### src/rtl/fir_pkg.sv
// fir_pkg: shared state encoding and width/limit helpers for the serial FIR.
package fir_pkg;
  typedef enum logic [1:0] {IDLE, MAC, ROUND, OUT} fir_state_t;
  function automatic int acc_width(int dw, int cw, int taps);
    return dw + cw + $clog2(taps);
  endfunction
  function automatic logic signed [63:0] sat_max(int w);
    return (64'sd1 <<< (w - 1)) - 64'sd1;
  endfunction
  function automatic logic signed [63:0] sat_min(int w);
    return -(64'sd1 <<< (w - 1));
  endfunction
endpackage

### src/rtl/fir_mac.sv
// fir_mac: signed multiply-accumulate with synchronous clear and enable.
module fir_mac #(
  parameter int DATA_WIDTH = 16,
  parameter int COEF_WIDTH = 16,
  parameter int ACC_WIDTH  = 36
) (
  input  logic                         clk,
  input  logic                         reset,
  input  logic                         clr,
  input  logic                         en,
  input  logic signed [DATA_WIDTH-1:0] a,
  input  logic signed [COEF_WIDTH-1:0] b,
  output logic signed [ACC_WIDTH-1:0]  acc
);
  logic signed [DATA_WIDTH+COEF_WIDTH-1:0] prod;
  assign prod = a * b;
  always_ff @(posedge clk)
    if (reset || clr) acc <= '0;
    else if (en) acc <= acc + ACC_WIDTH'(prod);
endmodule

### src/rtl/fir_serial_mac.sv
// fir_serial_mac: time-multiplexed FIR sharing one MAC across all taps,
// with valid/ready streaming, addressed coefficient writes and round/saturate.
module fir_serial_mac
  import fir_pkg::*;
#(
  parameter int DATA_WIDTH = 16,
  parameter int COEF_WIDTH = 16,
  parameter int TAPS       = 9,
  parameter int OUT_WIDTH  = 16,
  parameter int SHIFT      = 15
) (
  input  logic                         clk,
  input  logic                         reset,
  input  logic                         coef_wr,
  input  logic [$clog2(TAPS)-1:0]      coef_addr,
  input  logic signed [COEF_WIDTH-1:0] coef_data,
  input  logic                         in_valid,
  input  logic signed [DATA_WIDTH-1:0] in_data,
  output logic                         in_ready,
  output logic                         out_valid,
  output logic signed [OUT_WIDTH-1:0]  out_data,
  output logic                         out_sat,
  input  logic                         out_ready,
  output logic                         busy
);
  localparam int ACC_WIDTH = acc_width(DATA_WIDTH, COEF_WIDTH, TAPS);
  localparam int RW = ACC_WIDTH + 1;
  localparam int KW = $clog2(TAPS);
  localparam logic [KW-1:0] K_LAST = KW'(TAPS - 1);
  localparam logic signed [RW-1:0] RND = (SHIFT == 0) ? RW'(0) : RW'(1) << (SHIFT == 0 ? 0 : SHIFT - 1);
  fir_state_t state, state_nx;
  logic [KW-1:0] k;
  logic [TAPS-1:0][DATA_WIDTH-1:0] x;
  logic [TAPS-1:0][COEF_WIDTH-1:0] b;
  logic signed [ACC_WIDTH-1:0] acc;
  logic signed [RW-1:0] sum, r;
  logic signed [63:0] r_ext;
  logic accept, hi, lo;
  assign in_ready  = state == IDLE && !reset;
  assign accept    = in_valid && in_ready;
  assign busy      = state != IDLE;
  assign out_valid = state == OUT;
  // one guard bit so adding the rounding constant can never wrap
  assign sum   = {acc[ACC_WIDTH-1], acc} + RND;
  assign r     = sum >>> SHIFT;
  assign r_ext = 64'(r);
  assign hi    = r_ext > sat_max(OUT_WIDTH);
  assign lo    = r_ext < sat_min(OUT_WIDTH);
  fir_mac #(.DATA_WIDTH(DATA_WIDTH), .COEF_WIDTH(COEF_WIDTH), .ACC_WIDTH(ACC_WIDTH)) u_mac (
    .clk   (clk),
    .reset (reset),
    .clr   (accept),
    .en    (state == MAC),
    .a     ($signed(x[k])),
    .b     ($signed(b[k])),
    .acc   (acc)
  );
  always_comb begin
    state_nx = state;
    unique case (state)
      IDLE:  state_nx = accept ? MAC : IDLE;
      MAC:   state_nx = k == K_LAST ? ROUND : MAC;
      ROUND: state_nx = OUT;
      OUT:   state_nx = out_ready ? IDLE : OUT;
    endcase
  end
  always_ff @(posedge clk)
    if (reset) begin
      state    <= IDLE;
      k        <= '0;
      x        <= '0;
      b        <= '0;
      out_data <= '0;
      out_sat  <= 1'b0;
    end else begin
      state <= state_nx;
      if (state == IDLE && coef_wr && 32'(coef_addr) < TAPS) b[coef_addr] <= coef_data;
      k <= accept ? '0 : state == MAC ? k + KW'(1) : k;
      if (accept) x <= {x[TAPS-2:0], in_data};
      if (state == ROUND) begin
        out_data <= hi ? OUT_WIDTH'(sat_max(OUT_WIDTH)) : lo ? OUT_WIDTH'(sat_min(OUT_WIDTH)) : OUT_WIDTH'(r_ext);
        out_sat  <= hi || lo;
      end
    end
endmodule

### config.mk
export PLATFORM = sky130hd
export DESIGN_NAME = fir_serial_mac
export DESIGN_NICKNAME = d
export VERILOG_FILES = /design/src/rtl/fir_pkg.sv /design/src/rtl/fir_mac.sv /design/src/rtl/fir_serial_mac.sv
export SDC_FILE = /design/constraint.sdc
export NUM_CORES = 2
export LEC_CHECK = 0
export CAP_MARGIN = 20
export CORE_ASPECT_RATIO = 1.25
export CORE_MARGIN = 1
export CORE_UTILIZATION = 59
export CTS_BUF_LIST = sky130_fd_sc_hd__clkbuf_4 sky130_fd_sc_hd__clkbuf_8 sky130_fd_sc_hd__clkbuf_16
export DETAILED_ROUTE_END_ITERATION = 7
export DONT_BUFFER_PORTS = 1
export GPL_TIMING_DRIVEN = 0
export MAX_ROUTING_LAYER = met4
export PLACE_DENSITY = 0.83
export REMOVE_ABC_BUFFERS = 1
export SLEW_MARGIN = 30
export SYNTH_ARGS = -nofsm -noshare
export SYNTH_HDL_FRONTEND = slang
export SYNTH_SLANG_ARGS = --single-unit
### constraint.sdc
create_clock -name clk -period 7.6 [get_ports clk]
set_clock_uncertainty 0.05 [all_clocks]
set_input_delay 1.52 -clock clk [delete_from_list [all_inputs] [get_ports clk]]
set_output_delay 1.52 -clock clk [all_outputs]
set_load 0.02 [all_outputs]
==> impl_metrics.py <==
metrics = {
    "worst_setup_path": {
        "path_class": "reg2reg",
        "rrSetupSlack_ns": -0.29,
        "r2r_start": "k[0]",
        "path_max_fanout": 6,
        "cp_slowest_stage_delay_ns": 0.56,
        "critPathCaptureType": "register",
        "crit_family": "adder cells",
        "required_ns": 8.03,
        "crit_slowest_cell": "fa_1",
        "r2r_cells": 31,
        "path_common_cell": "fa_1",
        "startpoint_type": "register",
        "r2r_end": "u_mac.acc[33]",
        "worstPathArrival_ns": 8.33,
        "cp.buffers_inverters": 10,
    },
    "clock_network": {
        "clock_sinks": 347,
        "h-tree-depth": 2,
        "clk_pin_slew_ns": 0.06,
        "clk_path_buf_depth": 3,
        "cts_buffers": 37,
        "cts_root_buffer": "clkbuf_16",
        "insertion_delay_ns": 0.58,
        "hold_buffers": 0,
        "cts_tree": "built",
    },
    "place": {
        "place_hpwl_um": 47200,
        "io_buffers": 0,
        "place_ws_ns": -1.26,
        "globalplace.congestion": 0.913,
        "post-place-cells": 3536,
    },
    "floorplanning": {
        "ioPinCount": 61,
        "die-area_mm2": 0.0462,
        "fp.coreArea_mm2": 0.0444,
        "die_h_um": 240,
        "start_util": 0.602,
        "rows": 86,
        "die_w_um": 192,
    },
    "sta": {
        "hold_viol_final": 0,
        "rsz0062_at_grt": "true",
        "tightest_slew_ns": 1.02,
        "fin_crit_sh": 1.04,
        "period_needed_ns": 7.89,
        "slew_viol_final": 0,
        "timing.final.ws_setup_ns": -0.293,
        "maxSlewHeadroom": 0.320,
        "maxClockFrequency_ghz": 0.127,
        "finalSetupViolCount": 13,
    },
    "flow_run": {
        "drv_cap": 0,
    },
    "yosys": {
        "ys.flop_type": "dfxtp_1",
        "ys_seq_area_frac": 0.260,
        "ys_types": 71,
        "ys_async_sr_fraction": 0,
        "syn_area_mm2": 0.0268,
        "synth_seq_cells": 347,
        "synth_enable_flop_cells": 0,
        "ys_warn_count": 0,
        "avgSynthCellArea_um2": 8.60,
        "syn_inst": 3112,
    },
    "cells_and_area": {
        "final_cells": 3769,
        "syn_to_final_growth_pct": 16.1,
        "nNetsFinal": 3633,
        "final_cell_mix": "nand2_1, inv_1, dfxtp_1",
        "diodes": 0,
        "final_common_cell": "nand2_1",
        "drive_gt1_frac": 0.163,
    },
    "global_route": {
        "grt_max_degree": 311,
        "grtUsageTotal": 0.331,
        "antenna_found_initial": 0,
        "grt-ovfl-total": 0,
        "grt_pass1_vias": 23122,
        "grt_pass1_wl_um": 116000,
    },
    "run_status": {
        "failed_checks": "DRC, setup timing",
        "status": "finished, violations left",
    },
    "route": {
        "drc": 10,
        "routed_wl_um": 74900,
        "wl_per_cell_um": 19.9,
        "viasPerCell": 5.91,
        "first_pass_iters": 8,
        "first_iter_violations": 2100,
        "drtAntennaViolNets": 0,
        "vias": 22292,
    },
    "power": {
        "pwr_density_cell_mw_per_mm2": 139,
        "p_leak_nw": 12.9,
        "peakVddDrop_uv": 194,
    },
    "hold_path": {
        "hold_end": "b[84]",
        "hp-start": "b[84]",
        "hold_path_depth": 2,
        "hp-class": "reg2reg",
    },
}
flip-flops by register name (all words and copies together) (netlist names):
| register | cells |
|---|---|
| b | 144 |
| k | 4 |
| out_data | 16 |
| out_sat | 1 |
| state | 2 |
| u_mac.acc | 36 |
| x | 144 |
cell usage after synthesis, types with 8 or more instances:
| cell | n | area, um^2 |
|---|---|---|
| nand2_1 | 614 | 2300 |
| inv_1 | 406 | 1520 |
| dfxtp_1 | 347 | 6950 |
| fa_1 | 314 | 6290 |
| nor2_1 | 219 | 822 |
| a21oi_1 | 217 | 1090 |
| o21ai_0 | 164 | 821 |
| nand2b_1 | 154 | 963 |
| clkbuf_1 | 149 | 559 |
| ha_1 | 110 | 1380 |
| mux4_2 | 64 | 1440 |
| mux2i_1 | 35 | 350 |
| xnor2_1 | 34 | 298 |
| nand3_1 | 27 | 135 |
| a211oi_1 | 22 | 165 |
| buf_2 | 20 | 100 |
| o21ai_1 | 19 | 95.1 |
| nor3_1 | 18 | 90.1 |
| nor2b_1 | 17 | 106 |
| xor2_1 | 17 | 149 |
| o21a_1 | 15 | 113 |
| or2_2 | 13 | 81.3 |
| a21o_1 | 9 | 67.6 |
| and3_1 | 8 | 50.1 |
worst max path at each step:
stage	from	endpoint	cells after the start
3_3_place_gp	k[0]	u_mac.acc[35]	23
5_1_grt	k[0]	u_mac.acc[35]	30
6_report	k[0]	u_mac.acc[33]	31
2_1_floorplan	k[0]	u_mac.acc[35]	23
3_5_place_dp	k[0]	u_mac.acc[33]	29
4_1_cts	k[0]	u_mac.acc[35]	30
where the power goes:
group,leakage [nW],internal [mW],switching (mW)
Sequential,2.80,1.84,0.0228
Clock,0.657,1.15,0.822
Combinational,9.44,0.214,0.268
Total,12.9,3.21,1.11
tightest hold or removal path, stage by stage (launching register included):
cell and delay (ns):
dfxtp_1 0.31, nand2_1 0.05, a21oi_1 0.05
what timing repair did:
item,in CTS,in global routing
cloned,4,0
pin swaps,63,36
endpoints found under the hold margin,0,0
gates resized for setup,114,115
setup endpoints to repair,23,20
buffers inserted,120,44
stage by stage:
stage,power [mW],util,hold slack [ns],TNS [ns],area [um^2]
2_1_floorplan,2.13,-,0.376,-50.99,26000
3_3_place_gp,2.22,0.601,0.387,-301.03,26700
3_5_place_dp,2.24,0.615,0.393,-16.66,27300
4_1_cts,4.28,0.682,0.402,-0.0779,30300
5_1_grt,4.43,0.699,0.419,-4.94,31100
6_report,4.32,0.699,0.403,-2.05,31100
metal layers:
| layer | GRT usage | vias up | part of all wire |
|---|---|---|---|
| met5 | - | - | 0 |
| met4 | 0.215 | 0 | 0.070 |
| met1 | 0.360 | 10829 | 0.35 |
| met2 | 0.559 | 1137 | 0.50 |
| li1 | - | 9943 | - |
| met3 | 0.0523 | 383 | 0.077 |
area by class of cell:
class | count | area (um^2)
multi-input combinational | 2176 | 18400
fill | 2920 | 13400
sequential | 347 | 6960
timing repair buffer | 199 | 2110
inverter | 407 | 1540
clock buffer | 49 | 1070
tap | 572 | 716
clock inverter | 19 | 270
logic make-up (layout without fill, tap and decap cells):
group	after synthesis	after routing	synth area share
AND/OR/NAND/NOR	1120	1120	0.184
buffers and inverters	589	674	0.0853
AO/OA/AOI/OAI	481	481	0.100
adder cells (fa/ha/maj)	424	424	0.286
flip-flops	347	347	0.260
multiplexers	99	99	0.0670
XOR/XNOR	52	52	0.0173
Power figures use the tool's default switching activity.
